$ cat src/rtl/clk_gate_ctrl.sv
// clk_gate_ctrl: produces the clock-gate enable level.
// A sleep request is accepted only after the downstream ALU has been idle for
// IDLE_CYCLES consecutive cycles. A wake restores the clock and then spends
// WAKE_CYCLES warm-up cycles before signalling wake_done.
// Runs on the free-running clock. All outputs are registered.
// Optional macro CLK_GATE_CTRL_STATS_EN adds the saturating gated_cycles counter.
module clk_gate_ctrl #(
  parameter int IDLE_CYCLES = 4,
  parameter int WAKE_CYCLES = 2,
  parameter int CNT_W       = 8,
  parameter int STAT_W      = 32
) (
  input  logic              CLOCK,
  input  logic              RESET,
  input  logic              sleep_req,
  input  logic              busy,
  input  logic              wake_req,
  output logic              gate_en,
  output logic              sleep_ack,
  output logic              wake_done,
`ifdef CLK_GATE_CTRL_STATS_EN
  output logic [STAT_W-1:0] gated_cycles,
`endif
  output logic [1:0]        state_o
);

  typedef enum logic [1:0] {
    RUN   = 2'd0,
    DRAIN = 2'd1,
    GATED = 2'd2,
    WAKE  = 2'd3
  } state_e;

  // Reject parameter sets the counters cannot represent.
  if (IDLE_CYCLES < 1 || WAKE_CYCLES < 0 || STAT_W < 1 ||
      longint'(IDLE_CYCLES) >= (longint'(1) << CNT_W) ||
      longint'(WAKE_CYCLES) >= (longint'(1) << CNT_W)) begin : g_bad_params
    $fatal(1, "clk_gate_ctrl: illegal IDLE_CYCLES/WAKE_CYCLES/CNT_W/STAT_W");
  end

  localparam logic [CNT_W-1:0] IDLE_LAST = CNT_W'(IDLE_CYCLES - 1);
  // A zero-length warm-up never enters WAKE, so this value only matters when WAKE_CYCLES >= 1.
  localparam logic [CNT_W-1:0] WAKE_LAST = (WAKE_CYCLES == 0) ? '0 : CNT_W'(WAKE_CYCLES - 1);

  state_e           state_q, state_d;
  logic [CNT_W-1:0] idle_cnt_q, idle_cnt_d;
  logic [CNT_W-1:0] wake_cnt_q, wake_cnt_d;
  logic             gate_en_q, gate_en_d;
  logic             sleep_ack_q, sleep_ack_d;
  logic             wake_done_q, wake_done_d;

  // Next-state logic. The gate outputs are decoded from the next state, so
  // they change on the same edge as the state.
  always_comb begin
    state_d     = state_q;
    idle_cnt_d  = idle_cnt_q;
    wake_cnt_d  = wake_cnt_q;
    wake_done_d = 1'b0;
    unique case (state_q)
      RUN: begin
        if (sleep_req) begin
          state_d    = DRAIN;
          idle_cnt_d = '0;
        end
      end
      DRAIN: begin
        // An abort takes priority over finishing the drain.
        if (!sleep_req) begin
          state_d = RUN;
        end else if (busy) begin
          idle_cnt_d = '0;
        end else if (idle_cnt_q == IDLE_LAST) begin
          state_d = GATED;
        end else begin
          idle_cnt_d = idle_cnt_q + CNT_W'(1);
        end
      end
      GATED: begin
        if (wake_req || !sleep_req) begin
          if (WAKE_CYCLES == 0) begin
            state_d     = RUN;
            wake_done_d = 1'b1;
          end else begin
            state_d    = WAKE;
            wake_cnt_d = '0;
          end
        end
      end
      WAKE: begin
        if (wake_cnt_q == WAKE_LAST) begin
          state_d     = RUN;
          wake_done_d = 1'b1;
        end else begin
          wake_cnt_d = wake_cnt_q + CNT_W'(1);
        end
      end
      default: state_d = RUN;
    endcase
    gate_en_d   = (state_d != GATED);
    sleep_ack_d = (state_d == GATED);
  end

  // State and output registers. Reset re-enables the clock on the reset edge.
  always_ff @(posedge CLOCK) begin
    if (RESET) begin
      state_q     <= RUN;
      idle_cnt_q  <= '0;
      wake_cnt_q  <= '0;
      gate_en_q   <= 1'b1;
      sleep_ack_q <= 1'b0;
      wake_done_q <= 1'b0;
    end else begin
      state_q     <= state_d;
      idle_cnt_q  <= idle_cnt_d;
      wake_cnt_q  <= wake_cnt_d;
      gate_en_q   <= gate_en_d;
      sleep_ack_q <= sleep_ack_d;
      wake_done_q <= wake_done_d;
    end
  end

  assign gate_en   = gate_en_q;
  assign sleep_ack = sleep_ack_q;
  assign wake_done = wake_done_q;
  assign state_o   = state_q;

`ifdef CLK_GATE_CTRL_STATS_EN
  logic [STAT_W-1:0] gated_cycles_q, gated_cycles_d;

  // Count edges spent gated. The counter saturates at all-ones and does not wrap.
  always_comb begin
    gated_cycles_d = gated_cycles_q;
    if (state_q == GATED && gated_cycles_q != '1)
      gated_cycles_d = gated_cycles_q + STAT_W'(1);
  end

  // The statistics counter is cleared only by reset.
  always_ff @(posedge CLOCK) begin
    if (RESET) gated_cycles_q <= '0;
    else       gated_cycles_q <= gated_cycles_d;
  end

  assign gated_cycles = gated_cycles_q;
`endif

endmodule

$ cat config.mk
export PLATFORM = sky130hd
export DESIGN_NAME = clk_gate_ctrl
export DESIGN_NICKNAME = d
export VERILOG_FILES = /design/src/rtl/clk_gate_ctrl.sv
export SDC_FILE = /design/constraint.sdc
export NUM_CORES = 1
export LEC_CHECK = 0
export ABC_AREA = 1
export CORE_UTILIZATION = 35
export CTS_CLUSTER_SIZE = 8
export DETAILED_ROUTE_END_ITERATION = 7
export MAX_ROUTING_LAYER = met4
export SLEW_MARGIN = 20
export SYNTH_ARGS = -nofsm -noshare
export SYNTH_HDL_FRONTEND = slang
export SYNTH_SLANG_ARGS = --single-unit
$ cat constraint.sdc
create_clock -name CLOCK -period 1.1 [get_ports CLOCK]
set_input_delay 0.165 -clock CLOCK [delete_from_list [all_inputs] [get_ports CLOCK]]
set_output_delay 0.165 -clock CLOCK [all_outputs]
set_load 0.005 [all_outputs]
Word-level counts from Yosys, hierarchy flattened
Index checks and enable logic that the tools add are counted.

cells by class
  reduce and logical (&&, ||, !) cells = 8
  mux-type cells = 16
  add/sub/neg operators = 2
  eq/ne operators = 12
  bitwise operators = 1

operator list
  operator               count
  $mux W8                6
  $pmux W8 S2            2
  $add A8 B1 Y8 const B  2
  $mux W2                6
  $ne A2 B2 Y1 const B   5
  $eq A8 B1 Y1 const B   1
  $eq A8 B2 Y1 const B   1
  $pmux W2 S4            1
  $eq A2 B2 Y1 const B   3
  $reduce_and A4 Y1      1
  $reduce_bool A2 Y1     2
  $ne A3 B3 Y1 const B   1
  $reduce_and A3 Y1      1
  $eq A2 B1 Y1 const B   1
  $logic_not A2 Y1       1
  $reduce_or A2 Y1       1
  $logic_not A1 Y1       1
  $logic_or A1 B1 Y1     1
  $mux W1                1
  $not A1 Y1             1

storage, ports and cells
  output and inout port bits = 5
  bits in registers = 21

Depth between registers and ports, before layout
Gate-level depths: netlist (run 1).

  word-level depth = 6
  depth in mapped cells = 10

Worst setup path after synthesis (run 1)
OpenSTA, ideal clock, no wires.

  path kind = flip-flop to flip-flop
  from = register idle_cnt_q[0]
  to = register idle_cnt_q[5]
  data required time = 0.987 ns
  path slack = -0.132 ns
  library setup time = 0.113 ns
  cell stages (with the launch flop) = 10
  arrival = 1.119 ns
  cells stage by stage = dfxtp_1 > ha_1 > inv_1 > nor2_1 > nand3_1 > buf_4 > nand3_1 > nand2_1 > nand2_1 > nor2_1

on the way
  word-level cells in the longest chain between the ends = 5
  elaborated cells on any way between the ends = 8
  those cells by class = 1 x add/sub; 2 x eq/ne; 4 x mux; 1 x reduce/logical

ends and longest elaborated chain
  what                    line  text
  start, declared         46    logic [CNT_W-1:0] idle_cnt_q, idle_cnt_d;
  start signal, assigned  114   idle_cnt_q <= idle_cnt_d;
  $add A8 B1 Y8           75    idle_cnt_d = idle_cnt_q + CNT_W'(1);
  $mux W8                 72    end else if (idle_cnt_q == IDLE_LAST) begin
  $mux W8                 70    end else if (busy) begin
  $mux W8                 68    if (!sleep_req) begin
  $pmux W8 S2             59    unique case (state_q)

Several ways; a longest one is shown, not always the timed one. The select of a mux whose other input is x is not followed.
A chain may end at the register's enable or synchronous reset.

Worst setup path in the final report (run 1)
  from = register wake_cnt_q[1]
  to = register wake_cnt_q[0]

on the way
  word-level cells in the longest chain between the ends = 3

ends and longest elaborated chain
  what                                line  text
  start, declared                     47    logic [CNT_W-1:0] wake_cnt_q, wake_cnt_d;
  start signal, assigned              115   wake_cnt_q <= wake_cnt_d;
  $eq A8 B1 Y1                        90    if (wake_cnt_q == WAKE_LAST) begin
  $ne A2 B2 Y1 (no source line)       n/a
  $reduce_and A3 Y1 (no source line)  n/a

No other way between the ends.

==> results of run 1 <==
==> state kept, by name, indices dropped and copies added, names as in the netlist <==
name	flops
wake_cnt_q	8
gate_en	1
wake_done	1
idle_cnt_q	8
state_o	2
sleep_ack	1
==> metrics by stage <==
step                      instances  util (%)  total power, mW  cell area (µm²)  setup WS [ps]
final                           307      62.2             1.41             2120           -248
after global routing            307      62.2             1.47             2120           -295
after CTS                       303      57.0             1.39             1950           -174
after detailed placement        292      51.1            0.985             1740           -325
after global placement          292      51.1            0.985             1740           -306
after floorplan                 200         -            0.889             1310          -64.4
==> worst min-delay path: stages (launching register included) <==
cell and delay, ps:
dfxtp_1 330, inv_1 60, a21oi_1 60
==> kinds of logic (layout without fill, tap and decap cells) <==
logic type,Yosys count,count (layout),share of synthesized area (%)
compound gates,18,18,8.50
xor+xnor,1,1,0.684
fa+ha+maj,3,3,2.93
buf+inv,40,100,13.3
flops,21,21,32.8
simple gates,117,118,41.7
==> metal layers <==
| layer | up-vias | wire, µm |
|---|---|---|
| met2 | 14 | 1840 |
| li1 | 754 | - |
| met4 | 0 | 54 |
| met3 | 6 | 46 |
| met5 | - | 0 |
| met1 | 659 | 1670 |
==> report_power, final <==
part           internal (mW)  total, mW  switching, mW  leakage, nW
registers              0.766      0.774        0.00765        0.174
clock network          0.136      0.386          0.251       0.0177
logic                  0.113      0.246          0.133        0.767
total                   1.02       1.41          0.391        0.959
==> what timing repair did <==
action,in CTS,in global routing
gates resized for setup,48,39
gates cloned,2,0
endpoints found under the setup margin,26,22
hold buffers,0,0
pin swaps,17,19
hold endpoints to repair,0,0
setup buffers,5,4
==> cell usage after synthesis (all sizes together) <==
master	number	share of area, %
nand2	56	18
inv	35	10
nand3	26	10
nor2	26	8.4
dfxtp	21	33
a21oi	13	5.1
nand4	5	2.4
buf	3	2.3
ha	3	2.9
o21ai	3	1.2
nor3	2	1.7
o211ai	2	2.2
clkbuf	1	0.29
clkinv	1	0.39
nand3b	1	0.59
or2	1	0.49
xnor2	1	0.68
==> layout make-up <==
| type | count | area share, % |
|---|---|---|
| multi-input combinational | 140 | 44.1 |
| sequential | 21 | 20.5 |
| tap | 46 | 2.71 |
| clock inverter | 1 | 0.236 |
| clock buffer | 3 | 1.06 |
| timing repair buffer | 60 | 24.3 |
| inverter | 36 | 7.07 |
==> worst min path at each step <==
| stage | start | cells after the start | endpoint | slack (ps) |
|---|---|---|---|---|
| 2_1_floorplan | RESET | 1 | wake_done$_SDFF_PP0_ | 240 |
| 6_report | idle_cnt_q[7]$_SDFFE_PP0P_ | 2 | idle_cnt_q[7]$_SDFFE_PP0P_ | 490 |
| 4_1_cts | idle_cnt_q[7]$_SDFFE_PP0P_ | 2 | idle_cnt_q[7]$_SDFFE_PP0P_ | 480 |
| 3_5_place_dp | idle_cnt_q[7]$_SDFFE_PP0P_ | 2 | idle_cnt_q[7]$_SDFFE_PP0P_ | 470 |
| 5_1_grt | idle_cnt_q[7]$_SDFFE_PP0P_ | 2 | idle_cnt_q[7]$_SDFFE_PP0P_ | 520 |
| 3_3_place_gp | idle_cnt_q[7]$_SDFFE_PP0P_ | 2 | idle_cnt_q[7]$_SDFFE_PP0P_ | 460 |
==> flow_summary.toml, run 1 <==
[sta]
fmaxAchievable_mhz = 742
slew_headroom_pct = 84.7
final.setup.tns_ps = -3060
timing.final.setup_violations = 21
timing_worst_slew_pin_value_ps = 230
finClkSkew_ps = 5.78
period_share_pct = 123
period_needed_ps = 1350
total_count_of_hold_check_failures_in_the_final_report = 0
rsz0062_at_grt = "true"
postLayoutSetupSlackWorst_ps = -248
worst_hold_slack_ps = 486
slew_violations = 0

[global_route]
groute.layer.met2.usage_pct = 32.5
grt_pass1_vias = 1410
globalRouteMet1Util_pct = 23.4
grt_max_degree = 13
overflow = 0
number_of_antenna_violations_at_the_first_check_in_global_routing = 0
gr-max-usage-layer = "met2"
grtUsageTotal_pct = 19.2
wire_length_of_the_first_global_routing_pass_um = 5920
met3_track_utilization_from_global_routing_pct = 2.01

[run]
reported_max_cap_violation_count = 0

[final_layout]
antenna-diode-count = 0
area_growth_syn_to_layout_pct = 65.9
proportion_of_layout_cells_with_a_drive_suffix_above_1_pct = 47.9
mostFrequentLayoutCell = "buf_4"
mostFrequentLayoutCells = "buf_4, nand2_1, inv_1, nand3_1, nor2_1"
multi_input_comb_area_um2 = 936
num-nets-final = 270
fill_cells = 312
final-seq-area_um2 = 435

[route]
first_pass_iters = 4
routed-via-count = 1433
drtAntennaViolNets = 0
detail_route.vias_per_cell = 4.67
finalWirelength_um = 3610
detailedRoute.firstIterationViolations = 27
route.detailed.wl_per_inst_um = 11.8
detail_route.drc_violations = 0

[power]
cell_pwr_density_nw_per_um2 = 662
vdd_drop_max_uv = 482
leakage_nw = 0.959

[clocking]
clock_pin_slew_worst_setup_and_hold_paths_ps = 130
cts_max_level = 1
clk_path_buf_depth = 2
tritoncts = "done"
numCtsBuffers = 3
worst_skew_pair.late_latency_ps = 310
cts_root_buf = "clkbuf_4"
numClockSinks = 21

[critical_path]
critical_path_required_ps = 1310
crit_cells = 9
worstSetupEndpointType = "flip-flop"
path_max_fanout = 4
crit-reg2reg-capture = "wake_cnt_q[0]$_SDFFE_PP0P_"
max_stage_delay_ps = 360
critPathLaunch = "wake_cnt_q[1]$_SDFFE_PP0P_"
critical_path.startpoint_type = "flip-flop"
crit_slowest_cell = "dfxtp_2"
reg2reg_depth = 9
timing.critical_path.max_delay_family = "flip-flops"
setup.worst_path.class = "flip-flop to flip-flop"
worst_ep_arrival_time_ps = 1560
timing.reg2reg.setup_slack_ps = -250
worst_r2r_src = "wake_cnt_q[1]$_SDFFE_PP0P_"
worstPathCellList = "inv_2, ha_4, nand2_2, nor2_2, nand2_2, buf_4, buf_4, nand3_1, a21oi_1"
worst_setup_path_endpoint = "wake_cnt_q[0]$_SDFFE_PP0P_"
cp.buffers_inverters = 3

[yosys]
post_synth_inst_count = 200
ys_ff_latch = 21
syn_avg_cell_area_um2 = 6.40
syn-num-nets = 208
yosys.cell_types.count = 25
syn_area_um2 = 1280
ys.warnings.count = 0
ys_seq_area_share_pct = 32.8

[place]
gp_routability_congestion = 0.817
dp_hpwl_um = 2350
numPortBuffers = 9

[status]
failed_checks = "negative setup slack"
run_status = "complete, but fails checks"

[floorplan]
core.rowCount = 21
ios = 10
dieArea_um2 = 3900
chipWidth_um = 62.5
design.core.area_um2 = 3420
initial_core_util_pct = 37.5
die_h_um = 62.5

[min_path]
hold_path.class = "flip-flop to flip-flop"
Power figures use the tool's default switching activity.
==> inputs of run 2 (changes only) <==
--- a/config.mk
+++ b/config.mk
@@ -6,10 +6,13 @@
 export NUM_CORES = 1
 export LEC_CHECK = 0
 export ABC_AREA = 1
+export CELL_PAD_IN_SITES_DETAIL_PLACEMENT = 0
+export CELL_PAD_IN_SITES_GLOBAL_PLACEMENT = 1
 export CORE_UTILIZATION = 35
 export CTS_CLUSTER_SIZE = 8
 export DETAILED_ROUTE_END_ITERATION = 7
 export MAX_ROUTING_LAYER = met4
+export PLACE_DENSITY_LB_ADDON = 0.1
 export SLEW_MARGIN = 20
 export SYNTH_ARGS = -nofsm -noshare
 export SYNTH_HDL_FRONTEND = slang
==> flow_summary.toml, run 2 (synthesized netlist as in run 1, its figures left out) <==
[clocking]
cts_root_buf = "clkbuf_4"
numClockSinks = 21
clock_pin_slew_worst_setup_and_hold_paths_ps = 130
numCtsBuffers = 3
cts_max_level = 1
tritoncts = "done"
worst_skew_pair.late_latency_ps = 310
clk_path_buf_depth = 2

[status]
failed_checks = "negative setup slack"
run_status = "complete, but fails checks"

[global_route]
wire_length_of_the_first_global_routing_pass_um = 5830
grtUsageTotal_pct = 19.0
grt_pass1_vias = 1372
grt_max_degree = 12
overflow = 0
number_of_antenna_violations_at_the_first_check_in_global_routing = 0

[critical_path]
reg2reg_depth = 9
timing.reg2reg.setup_slack_ps = -190
path_max_fanout = 3
setup.worst_path.class = "flip-flop to flip-flop"
worst_ep_arrival_time_ps = 1500
crit-reg2reg-capture = "gate_en$_SDFF_PP1_"
critical_path_required_ps = 1310
worst_r2r_src = "idle_cnt_q[1]$_SDFFE_PP0P_"
worstSetupEndpointType = "flip-flop"
critical_path.startpoint_type = "flip-flop"

[min_path]
min_to = "idle_cnt_q[7]$_SDFFE_PP0P_"
hold_path.class = "flip-flop to flip-flop"
whs_path_depth = 2
worstHoldStart = "idle_cnt_q[7]$_SDFFE_PP0P_"

[route]
routed-via-count = 1412
first_pass_iters = 4
route.detailed.wl_per_inst_um = 11.4
detail_route.vias_per_cell = 4.68
detailedRoute.firstIterationViolations = 58
finalWirelength_um = 3450
drtAntennaViolNets = 0
detail_route.drc_violations = 0

[final_layout]
mostFrequentLayoutCell = "buf_4"
area_growth_syn_to_layout_pct = 59.1
final-seq-area_um2 = 432
mostFrequentLayoutCells = "buf_4, nand2_1, inv_1, nand3_1"
fin_util_pct = 59.6
num-nets-final = 265
antenna-diode-count = 0
proportion_of_layout_cells_with_a_drive_suffix_above_1_pct = 47.7
fill_cells = 328
multi_input_comb_area_um2 = 921

[place]
dp_hpwl_um = 2480
numPortBuffers = 9
gp_routability_congestion = 0.800
placement.setup.worst_slack_ps = -369

[sta]
timing.final.setup_violations = 20
period_needed_ps = 1290
worst_hold_slack_ps = 509
finClkSkew_ps = 4.06
timing_worst_slew_pin_value_ps = 344
total_count_of_hold_check_failures_in_the_final_report = 0
rsz0062_at_grt = "true"
postLayoutSetupSlackWorst_ps = -185
slew_violations = 0
period_share_pct = 117
fmaxAchievable_mhz = 778
final.setup.tns_ps = -2270
slew_headroom_pct = 77.0

[run]
reported_max_cap_violation_count = 0

[floorplan]
ios = 10
initial_core_util_pct = 37.5
core.rowCount = 21
die_h_um = 62.5
chipWidth_um = 62.5
design.core.area_um2 = 3420
dieArea_um2 = 3900

[power]
pnr_total_power_mw = 1.42
cell_pwr_density_nw_per_um2 = 698
leakage_nw = 0.924
vdd_drop_max_uv = 588
-- run 2: cell count changes in the layout (fill, tap and decap cells not counted), sizes merged --
cell / change
buf: -6
clkbuf: +2
clkdlybuf4s15: +1
clkinv: -1
dlygate4sd2: -1
-- run 2: final cells by class --
cell class | instances | share of cell area (%)
repair buffers | 55 | 22.5
multi-input cells | 140 | 45.2
flip-flops and latches | 21 | 21.2
clock buffers | 4 | 1.29
well taps | 46 | 2.83
inverters | 36 | 7.00
-- run 2: routing by layer --
metal / vias to the layer above / GRT usage [%] / share of wire [%]
li1: 741 / - / -
met5: - / - / 0
met3: 6 / 1.82 / 1.4
met2: 10 / 33.3 / 53
met4: 0 / 7.27 / 1.2
met1: 655 / 22.3 / 45
-- run 2: power by group --
part | internal, mW | leakage [nW] | total, mW | switching [mW]
combinational | 0.121 | 0.737 | 0.252 | 0.131
sequential | 0.769 | 0.172 | 0.777 | 0.00774
clock | 0.141 | 0.0150 | 0.394 | 0.252
total | 1.03 | 0.924 | 1.42 | 0.391
-- run 2: how the worst max path moves through the flow --
stage / startpoint / endpoint / cells after the start
final: idle_cnt_q[1]$_SDFFE_PP0P_ / gate_en$_SDFF_PP1_ / 9
after global routing: idle_cnt_q[1]$_SDFFE_PP0P_ / sleep_ack$_SDFF_PP0_ / 10
after CTS: wake_cnt_q[1]$_SDFFE_PP0P_ / gate_en$_SDFF_PP1_ / 9
after detailed placement: sleep_req / gate_en$_SDFF_PP1_ / 6
after global placement: sleep_req / gate_en$_SDFF_PP1_ / 6
after floorplan: wake_cnt_q[1]$_SDFFE_PP0P_ / gate_en$_SDFF_PP1_ / 9
-- run 2: repair_timing --
item | in CTS | in global routing
hold buffers | 0 | 0
resized for setup | 35 | 47
endpoints found under the setup margin | 25 | 22
pin swaps | 16 | 19
gates cloned | 1 | 0
setup buffers | 5 | 1
-- run 2: stage by stage --
step	cells	area, µm²
6_report	302	2040
5_1_grt	302	2040
4_1_cts	301	1870
3_5_place_dp	291	1720
3_3_place_gp	291	1720
2_1_floorplan	200	1310
-- run 2: critical path, cell delays in order (launching register included) --
cell     delay (ps)
dfxtp_2         380
ha_4            150
buf_6           110
nand2_4          50
nor2_4          110
nand2_1          60
nand2_1          70
nand2_2          60
nor2_4          140
nand2_2          50
